### src/rtl/pong_input_pkg.sv
// rtl/pong_input_pkg.sv - shared encodings for the button event arbiter
// Purpose: event type and channel FSM state encodings, event type width,
//          and a small constant helper used for counter sizing.
// Ports:   none (package).
package pong_input_pkg;

  localparam int EVT_TYPE_W = 2;

  typedef enum logic [EVT_TYPE_W-1:0] {
    EVT_PRESS   = 2'd0,
    EVT_RELEASE = 2'd1,
    EVT_HOLD    = 2'd2,
    EVT_REPEAT  = 2'd3
  } evt_type_e;

  typedef enum logic [1:0] {
    ST_IDLE    = 2'd0,
    ST_PRESSED = 2'd1,
    ST_HELD    = 2'd2
  } btn_state_e;

  function automatic int max_int(input int a, input int b);
    return (a > b) ? a : b;
  endfunction

endpackage

### src/rtl/button_event_arbiter_if.sv
// rtl/button_event_arbiter_if.sv - serialised button event stream
// Purpose: valid/ready event port carrying one button event per handshake.
// Signals: evt_valid (event held), evt_id (button index), evt_type (event
//          kind), evt_ready (consumer accepts the current event).
// Modports: master = arbiter side, slave = game logic side.
interface button_event_arbiter_if #(
  parameter int BUTTONS = 4
);
  import pong_input_pkg::*;

  logic                         evt_valid;
  logic                         evt_ready;
  logic [$clog2(BUTTONS)-1:0]   evt_id;
  logic [EVT_TYPE_W-1:0]        evt_type;

  modport master (output evt_valid, output evt_id, output evt_type, input evt_ready);
  modport slave  (input evt_valid, input evt_id, input evt_type, output evt_ready);
endinterface

### src/rtl/button_event_fsm.sv
// rtl/button_event_fsm.sv - one button channel: event FSM, tick counter, pending slot
// Purpose: turns one debounced level into PRESS/RELEASE/HOLD/REPEAT events
//          and parks the latest event in a single pending slot.
// Ports:   clk, rst (async active-low), level (debounced level),
//          tick (shared ms strobe), grant (arbiter takes the slot this cycle),
//          pend_valid/pend_type (slot contents), drop (an un-granted valid
//          slot is being overwritten this cycle).
module button_event_fsm
  import pong_input_pkg::*;
#(
  parameter int HOLD_TICKS   = 500,
  parameter int REPEAT_TICKS = 100,
  parameter int REPEAT_EN    = 1
) (
  input  logic      clk,
  input  logic      rst,
  input  logic      level,
  input  logic      tick,
  input  logic      grant,
  output logic      pend_valid,
  output evt_type_e pend_type,
  output logic      drop
);

  localparam int CW = $clog2(max_int(HOLD_TICKS, REPEAT_TICKS) + 1);
  localparam logic [CW-1:0] HOLD_LAST   = CW'(HOLD_TICKS - 1);
  localparam logic [CW-1:0] REPEAT_LAST = CW'(REPEAT_TICKS - 1);
  localparam logic [CW-1:0] CNT_MAX     = '1;

  btn_state_e state_q, state_d;
  logic [CW-1:0] cnt_q, cnt_d;
  logic          emit;
  evt_type_e     emit_type;
  logic          pend_valid_q;
  evt_type_e     pend_type_q;

  // Release is tested before tick so a same-cycle release suppresses HOLD/REPEAT.
  always_comb begin
    state_d   = state_q;
    cnt_d     = cnt_q;
    emit      = 1'b0;
    emit_type = EVT_PRESS;
    case (state_q)
      ST_IDLE: begin
        cnt_d = '0;
        if (level) begin
          emit      = 1'b1;
          emit_type = EVT_PRESS;
          state_d   = ST_PRESSED;
        end
      end
      ST_PRESSED: begin
        if (!level) begin
          emit      = 1'b1;
          emit_type = EVT_RELEASE;
          state_d   = ST_IDLE;
          cnt_d     = '0;
        end else if (tick) begin
          if (cnt_q == HOLD_LAST) begin
            emit      = 1'b1;
            emit_type = EVT_HOLD;
            state_d   = ST_HELD;
            cnt_d     = '0;
          end else begin
            cnt_d = cnt_q + CW'(1);
          end
        end
      end
      ST_HELD: begin
        if (!level) begin
          emit      = 1'b1;
          emit_type = EVT_RELEASE;
          state_d   = ST_IDLE;
          cnt_d     = '0;
        end else if (tick) begin
          if (REPEAT_EN != 0 && cnt_q == REPEAT_LAST) begin
            emit      = 1'b1;
            emit_type = EVT_REPEAT;
            cnt_d     = '0;
          end else if (REPEAT_EN != 0 || cnt_q != CNT_MAX) begin
            // Without repeats the counter just saturates while held.
            cnt_d = cnt_q + CW'(1);
          end
        end
      end
      default: begin
        state_d = ST_IDLE;
        cnt_d   = '0;
      end
    endcase
  end

  always_ff @(posedge clk or negedge rst) begin
    if (!rst) begin
      state_q      <= ST_IDLE;
      cnt_q        <= '0;
      pend_valid_q <= 1'b0;
      pend_type_q  <= EVT_PRESS;
    end else begin
      state_q <= state_d;
      cnt_q   <= cnt_d;
      // A new event always wins the slot; a grant in the same cycle means the
      // old event already left, so that case is not a drop.
      if (emit) begin
        pend_valid_q <= 1'b1;
        pend_type_q  <= emit_type;
      end else if (grant) begin
        pend_valid_q <= 1'b0;
      end
    end
  end

  assign drop       = emit && pend_valid_q && !grant;
  assign pend_valid = pend_valid_q;
  assign pend_type  = pend_type_q;

endmodule

### src/rtl/button_event_arbiter.sv
// rtl/button_event_arbiter.sv - button levels to a round-robin serialised event stream
// Purpose: shared ms prescaler, one event FSM per button, round-robin
//          arbiter into a single output event register, sticky drop flag.
// Ports:   clk, rst (async active-low), btn_level (debounced levels,
//          1 = pressed), drop_clr (clears drop_flag), drop_flag (sticky,
//          a pending event was overwritten), evt (master side of the
//          valid/ready event port: evt_valid, evt_id, evt_type, evt_ready).
module button_event_arbiter
  import pong_input_pkg::*;
#(
  parameter int BUTTONS      = 4,
  parameter int TICK_DIV     = 50_000,
  parameter int HOLD_TICKS   = 500,
  parameter int REPEAT_TICKS = 100,
  parameter int REPEAT_EN    = 1
) (
  input  logic                  clk,
  input  logic                  rst,
  input  logic [BUTTONS-1:0]    btn_level,
  input  logic                  drop_clr,
  output logic                  drop_flag,
  button_event_arbiter_if.master evt
);

  localparam int IDW = $clog2(BUTTONS);
  localparam int PW  = (TICK_DIV > 1) ? $clog2(TICK_DIV) : 1;

  logic [PW-1:0]         presc_q;
  logic                  tick;
  logic [BUTTONS-1:0]    pend_valid;
  evt_type_e             pend_type [BUTTONS];
  logic [BUTTONS-1:0]    drop_vec;
  logic [BUTTONS-1:0]    grant;
  logic                  load_en;
  logic                  gnt_found;
  logic [IDW-1:0]        gnt_idx;
  logic [IDW-1:0]        rr_q;
  logic                  evt_valid_q;
  logic [IDW-1:0]        evt_id_q;
  logic [EVT_TYPE_W-1:0] evt_type_q;
  logic                  drop_flag_q;

  assign tick = (presc_q == PW'(TICK_DIV - 1));

  for (genvar g = 0; g < BUTTONS; g++) begin : g_chan
    button_event_fsm #(
      .HOLD_TICKS  (HOLD_TICKS),
      .REPEAT_TICKS(REPEAT_TICKS),
      .REPEAT_EN   (REPEAT_EN)
    ) u_fsm (
      .clk       (clk),
      .rst       (rst),
      .level     (btn_level[g]),
      .tick      (tick),
      .grant     (grant[g]),
      .pend_valid(pend_valid[g]),
      .pend_type (pend_type[g]),
      .drop      (drop_vec[g])
    );
  end

  // The output register may take a new event when empty or being consumed.
  assign load_en = !evt_valid_q || evt.evt_ready;

  // First pending slot at or after rr_q, wrapping around.
  always_comb begin
    gnt_found = 1'b0;
    gnt_idx   = '0;
    grant     = '0;
    for (int i = 0; i < BUTTONS; i++) begin
      if (!gnt_found && pend_valid[(int'(rr_q) + i) % BUTTONS]) begin
        gnt_found = 1'b1;
        gnt_idx   = IDW'((int'(rr_q) + i) % BUTTONS);
      end
    end
    if (load_en && gnt_found) begin
      grant[gnt_idx] = 1'b1;
    end
  end

  always_ff @(posedge clk or negedge rst) begin
    if (!rst) begin
      presc_q     <= '0;
      rr_q        <= '0;
      evt_valid_q <= 1'b0;
      evt_id_q    <= '0;
      evt_type_q  <= '0;
      drop_flag_q <= 1'b0;
    end else begin
      presc_q <= tick ? '0 : presc_q + PW'(1);
      if (load_en) begin
        if (gnt_found) begin
          evt_valid_q <= 1'b1;
          evt_id_q    <= gnt_idx;
          evt_type_q  <= pend_type[gnt_idx];
          rr_q        <= (gnt_idx == IDW'(BUTTONS - 1)) ? '0 : gnt_idx + IDW'(1);
        end else begin
          evt_valid_q <= 1'b0;
        end
      end
      // A drop in the same cycle as a clear keeps the flag set.
      if (|drop_vec) begin
        drop_flag_q <= 1'b1;
      end else if (drop_clr) begin
        drop_flag_q <= 1'b0;
      end
    end
  end

  assign evt.evt_valid = evt_valid_q;
  assign evt.evt_id    = evt_id_q;
  assign evt.evt_type  = evt_type_q;
  assign drop_flag     = drop_flag_q;

endmodule

### src/flat_wrapper.sv
// flat-port wrapper written by rule: the top's interface ports become plain ports
module button_event_arbiter_flat import pong_input_pkg::*;
#(
  parameter int BUTTONS      = 4,
  parameter int TICK_DIV     = 50_000,
  parameter int HOLD_TICKS   = 500,
  parameter int REPEAT_TICKS = 100,
  parameter int REPEAT_EN    = 1
)
  (clk, rst, btn_level, drop_clr, drop_flag, evt_evt_valid, evt_evt_id, evt_evt_type, evt_evt_ready);
  button_event_arbiter_if #(.BUTTONS(BUTTONS)) evt_i ();
  input  logic clk;
  input  logic rst;
  input  logic [BUTTONS-1:0] btn_level;
  input  logic drop_clr;
  output logic drop_flag;
  output wire logic [$bits(evt_i.evt_valid)-1:0] evt_evt_valid;
  output wire logic [$bits(evt_i.evt_id)-1:0] evt_evt_id;
  output wire logic [$bits(evt_i.evt_type)-1:0] evt_evt_type;
  input wire logic [$bits(evt_i.evt_ready)-1:0] evt_evt_ready;
  assign evt_evt_valid = evt_i.evt_valid;
  assign evt_evt_id = evt_i.evt_id;
  assign evt_evt_type = evt_i.evt_type;
  assign evt_i.evt_ready = evt_evt_ready;
  button_event_arbiter #(.BUTTONS(BUTTONS), .TICK_DIV(TICK_DIV), .HOLD_TICKS(HOLD_TICKS), .REPEAT_TICKS(REPEAT_TICKS), .REPEAT_EN(REPEAT_EN)) u_core (.clk(clk), .rst(rst), .btn_level(btn_level), .drop_clr(drop_clr), .drop_flag(drop_flag), .evt(evt_i));
endmodule
### config.mk
export PLATFORM = sky130hd
export DESIGN_NAME = button_event_arbiter_flat
export DESIGN_NICKNAME = d
export VERILOG_FILES = /design/src/rtl/pong_input_pkg.sv /design/src/rtl/button_event_arbiter_if.sv /design/src/rtl/button_event_fsm.sv /design/src/rtl/button_event_arbiter.sv /design/src/flat_wrapper.sv
export SDC_FILE = /design/constraint.sdc
export NUM_CORES = 1
export LEC_CHECK = 0
export ABC_AREA = 1
export BUFFER_PORTS_ARGS = -buffer_cell sky130_fd_sc_hd__buf_2
export CORE_UTILIZATION = 63
export CTS_CLUSTER_DIAMETER = 40
export DETAILED_ROUTE_END_ITERATION = 8
export GPL_TIMING_DRIVEN = 0
export PLACE_DENSITY = 0.8
export RECOVER_POWER = 25
export SETUP_SLACK_MARGIN = 0.15
export SLEW_MARGIN = 20
export SYNTH_ARGS = -nofsm -noshare
export SYNTH_HDL_FRONTEND = slang
export SYNTH_SLANG_ARGS = --single-unit
### constraint.sdc
create_clock -name clk -period 6.25 [get_ports clk]
set_clock_uncertainty 0.2 [all_clocks]
set_input_delay 1.25 -clock clk [delete_from_list [all_inputs] [get_ports clk]]
set_output_delay 1.25 -clock clk [all_outputs]
set_load 0.03 [all_outputs]
# --- Word-level counts from Yosys, hierarchy flattened ---
# Cells that the tools add are included.
classes:
  eq_ne: 38
  addsub: 9
  n_reduce_logical: 44
  muxes: 150
  n_lt_le_gt_ge: 7
  bitwise_logic: 4
ops:
  columns: ["operator", "count"]
  rows:
  - ["$mux 9", 24]
  - ["$mux 2", 51]
  - ["$pmux 9 s2", 4]
  - ["$mux 1", 51]
  - ["$add 9x1->9 const B", 4]
  - ["$eq 9x7->1 const B", 4]
  - ["$eq 9x9->1 const B", 4]
  - ["$ne 3x2->1 const B", 8]
  - ["$pmux 2 s3", 4]
  - ["$add 16x1->16 const B", 1]
  - ["$eq 16x16->1 const B", 1]
  - ["$mux 16", 1]
  - ["$ne 2x2->1 const B", 8]
  - ["$pmux 2 s2", 4]
  - ["$reduce_and 4->1", 4]
  - ["$logic_and 1x1->1", 13]
  - ["$lt 3x4->1 const B", 3]
  - ["$ne 3x3->1 const B", 4]
  - ["$pmux 1 s3", 4]
  - ["$eq 2x2->1 const B", 5]
  - ["$reduce_and 2->1", 5]
  - ["$reduce_bool 2->1", 5]
  - ["$bmux 1 s2", 4]
  - ["$eq 2x1->1 const B", 4]
  - ["other kinds (15)", 32]
totals:
  inputBits: 8
  output_inout_bits: 6
  reg_bits: 80
  elab_cells: 274

# --- Depth between registers and ports, before layout ---
logic_depth:
  ltp_word: 23
  ltp_mapped: 16
  ltp_nobuf: 16

# --- Hierarchy ---
# A second synthesis with hierarchy kept.
unflattened:
  cells_unflattened: 703
  hier_area_um2: 5315.1
modules_own_cells:
  columns: ["module", "area_per_inst_um2", "n_inst", "seq_area_each_um2", "cells_per_inst"]
  rows:
  - ["button_event_fsm (u_core.g_chan[0].u_fsm ...)", 900.9, 2, 350.3, 119]
  - ["button_event_arbiter", 1669.1, 1, 600.6, 226]
  - ["button_event_fsm (u_core.g_chan[3].u_fsm)", 927.1, 1, 350.3, 120]
  - ["button_event_fsm (u_core.g_chan[2].u_fsm)", 917.1, 1, 350.3, 119]

# --- Least setup slack after synthesis ---
# No wires, ideal clock.
synth_path:
  path_type: "input to register"
  start: "input port btn_level[0]"
  end: "register u_core.g_chan[0].u_fsm.cnt_q[2]"
  setup_time_ns: 0.132
  path_stages: 9
  slack_ns: 3.683
  arrival_time_ns: 2.236
  required_ns: 5.918
  path_buffers: 1
  path_cell_list: "clkbuf_1 nand2_1 nand2_1 inv_2 nor2_4 inv_2 nand2_1 xor2_1 nor2_1"
synth_via:
  elab_chain_len: 2
  word_cells_on_any_way: 6
  cone_classes: "eq/ne (2); mux (3); reduce/logical (1)"
synth_rtl:
  columns: ["element", "line_no", "source"]
  rows:
  - ["start, declared", "flat_wrapper.sv:14", "input logic [BUTTONS-1:0] btn_level;"]
  - ["$mux 9, or another cell as far along", "button_event_fsm.sv:70", "if (!level) begin"]
  - ["$pmux 9 s2 or $reduce_and 2->1 (tied branches)", null, null]
  - ["end signal, assigned", "button_event_fsm.sv:101", "cnt_q <= cnt_d;"]
  - ["end, declared", "button_event_fsm.sv:31", "logic [CW-1:0] cnt_q, cnt_d;"]
# Several ways; a longest one is shown, not always the timed one.
# A chain may end at the register's enable or synchronous reset.

==> flow_summary.json <==
{
  "status": "finished with violations",
  "violations": "max-capacitance violations, max-slew violations",
  "utilization_pct": 70.4,
  "max_freq_mhz": 340,
  "vias": 4243,
  "die_h_um": 91.1,
  "setup.worst_path.start_class": "input pin",
  "crit_fanout": 38,
  "syn_area_um2": 5000,
  "cp_num_buf_inv": 1,
  "path_class": "input pin to async pin",
  "fillers": 629,
  "htree_levels": 3,
  "ys_warn_count": 0,
  "groute.usage.overall_pct": 25.0,
  "rsz0062_at_grt": "no",
  "synth_compound_area_share_pct": 9.38,
  "num_rows": 32,
  "dr_wl_met2_mm": 4.62,
  "avgViaCountPerCell": 5.33,
  "synth_adder_area_share_pct": 6.25,
  "tightest_slew_ps": 2140,
  "regArea_um2": 2000,
  "antenna_found_initial": 0,
  "yosys.area_share.simple_pct": 34.6,
  "rr_worst_depth": 15,
  "ctsLongestPathBuffers": 2,
  "multiInputGateArea_um2": 2620,
  "finalWorstSetupSlack_ps": 3310,
  "endpoint_kind": "async pin",
  "synth_common_cells": "170 x nand2_1, 90 x nor2_1, 85 x inv_1",
  "post-cts-setup-buffer-count": 0,
  "post_cts_resized": 0,
  "design.die.area_um2": 8300,
  "initial_core_util_pct": 65.1,
  "holdWs_ps": 269,
  "crit_arrival_ps": 2770,
  "cap_violations": 1,
  "fin_setup_tns_ps": 0,
  "area_growth_syn_to_layout_pct": 8.08,
  "dp_slack_ps": 3480,
  "worst_path_dominant_cell_family": "buffers and inverters",
  "core-area_um2": 7690,
  "setup_viol": 0,
  "fin_nets": 722,
  "routed.top_layer": "met4",
  "worst-path-stages": 1,
  "cts.clk_slew.worst_paths_ps": 80,
  "synth_xor_area_share_pct": 2.10,
  "ff2ff_setup_slack_ps": 3810,
  "hold_path_class": "register to register",
  "period_needed_ps": 2940,
  "placedCellCount": 780,
  "cts_tree": "built",
  "avgSynthCellArea_um2": 7.53,
  "netlist.top_cell.by_area": "dfrtp_1",
  "synth_cell_types": 47,
  "cp_slowest_stage_delay_ps": 1500,
  "port_buffers": 12,
  "period_share_pct": 47.1,
  "worstReg2RegEnd": "u_core.drop_flag$_DFFE_PN0P_",
  "hp-start": "u_core.presc_q[0]$_DFF_PN0_",
  "cp_slowest_cell": "clkbuf_1",
  "dpl.hpwl_mm": 7.36,
  "cp-startpoint": "rst",
  "overflow": 0,
  "antennaDiodeCount": 0,
  "synth_mux_area_share_pct": 0,
  "numClockSinks": 80,
  "finalPower_mw": 2.08,
  "drtIter0Drc": 174,
  "fin_cells": 796,
  "grt_pass1_wl_mm": 17.0,
  "die_x_um": 91.1,
  "cp.required_ps": 6080,
  "num_io_pins": 14,
  "cts-buffers-inserted": 9,
  "wire_per_inst_um": 12.2,
  "netlist_instances": 665,
  "synthFlopType": "dfrtp_1",
  "slew_violations": 38,
  "p_leak_nw": 2.67,
  "grt_max_degree": 44,
  "wl_mm": 9.71,
  "ctsHoldBuffers": 0,
  "peakVddDrop_mv": 0.226,
  "ys_async_sr_fraction_pct": 100,
  "endpoint": "u_core.g_chan[1].u_fsm.state_q[0]$_DFFE_PN0P_",
  "synth-seq-cells": 80,
  "synth_edf_count": 0,
  "clk_latency_ps": 340,
  "synth_top_family_by_area": "simple AND/OR/NAND/NOR gates",
  "wl_met3_um": 309,
  "placed_area_um2": 5220,
  "firstDrtPassIters": 5,
  "layout-drive-gt1-share_pct": 11.4,
  "yosysMostFrequentCell": "nand2_1",
  "hold_viol": 0,
  "routedLengthMet1_mm": 4.61,
  "crit_chain": "clkbuf_1",
  "seq_area_frac_synth_pct": 40.0,
  "fin_area_um2": 5410,
  "ant_nets": 0,
  "syn_nets": 698,
  "r2r-start": "u_core.rr_q[0]$_DFFE_PN0P_",
  "yosysTopAreaCellShare_pct": 40.0,
  "grt_pass1_vias": 4076,
  "synth_area_leaders": "dfrtp_1 40%, nand2_1 13%, nor2_1 6.8%, inv_1 6.4%, ha_1 6.3%",
  "drc": 0,
  "p_per_area_nw_per_um2": 385,
  "slew_headroom_pct": -42.6,
  "root_buffer": "clkbuf_8",
  "gp_congestion": 0.845
}
-- cells by family (layout without fill, tap and decap cells) --
kind of cell / after synthesis / after routing
adders and majority gates: 25 / 25
xor gates and xnor gates: 12 / 12
buffers and inverters: 98 / 127
DFF: 80 / 80
AOI/OAI and AO/OA: 76 / 76
and+or+nand+nor: 374 / 374
-- metal layers --
metal  vias up  GRT usage (%)
li1       2194              -
met4         0           9.79
met3        14           3.69
met1      1978           32.0
met2        57           42.7
met5         -              0
-- registers in the layout, indices dropped and copies added (netlist names) --
name	cells
u_core.rr_q	2
u_core.evt.evt_type	2
u_core.presc_q	16
u_core.drop_flag	1
u_core.evt.evt_id	2
u_core.g_chan.u_fsm.state_q	8
u_core.g_chan.u_fsm.pend_valid	4
u_core.g_chan.u_fsm.pend_type	8
u_core.g_chan.u_fsm.cnt_q	36
u_core.evt.evt_valid	1
-- cell usage in the layout, fill, tap and decap left out, types with 4 or more instances in the layout --
master,n
nand2_1,170
nor2_1,90
inv_1,85
dfrtp_1,80
nand3_1,45
o21ai_0,30
ha_1,25
nor3_1,16
a21oi_1,15
nand4_1,13
buf_2,11
xor2_1,10
clkbuf_8,10
inv_2,9
nor2_2,6
nor2_4,5
o21bai_1,5
nand2_2,4
nand3_2,4
-- worst min-delay path by stage --
stage | endpoint | slack, ps | depth (start not counted)
2_1_floorplan | u_core.presc_q[0]$_DFF_PN0_ | 230 | 1
3_3_place_gp | u_core.presc_q[0]$_DFF_PN0_ | 250 | 1
3_5_place_dp | u_core.presc_q[0]$_DFF_PN0_ | 260 | 1
4_1_cts | u_core.presc_q[0]$_DFF_PN0_ | 270 | 1
5_1_grt | u_core.g_chan[2].u_fsm.pend_type[0]$_DFFE_PN0P_ | 310 | 2
6_report | u_core.presc_q[0]$_DFF_PN0_ | 270 | 1
-- cell type report --
cell class / count / area share, %
sequential: 80 / 37.0
buffer: 3 / 0.486
clock inverter: 5 / 1.04
tap: 102 / 2.36
multi-input combinational: 487 / 48.4
clock buffer: 11 / 2.61
timing repair buffer: 13 / 1.46
inverter: 95 / 6.64
-- where the power goes --
part | switching (mW) | internal, mW
logic | 0.679 | 0.334
registers | 0.0713 | 0.613
clock network | 0.188 | 0.195
Power figures use the tool's default switching activity.
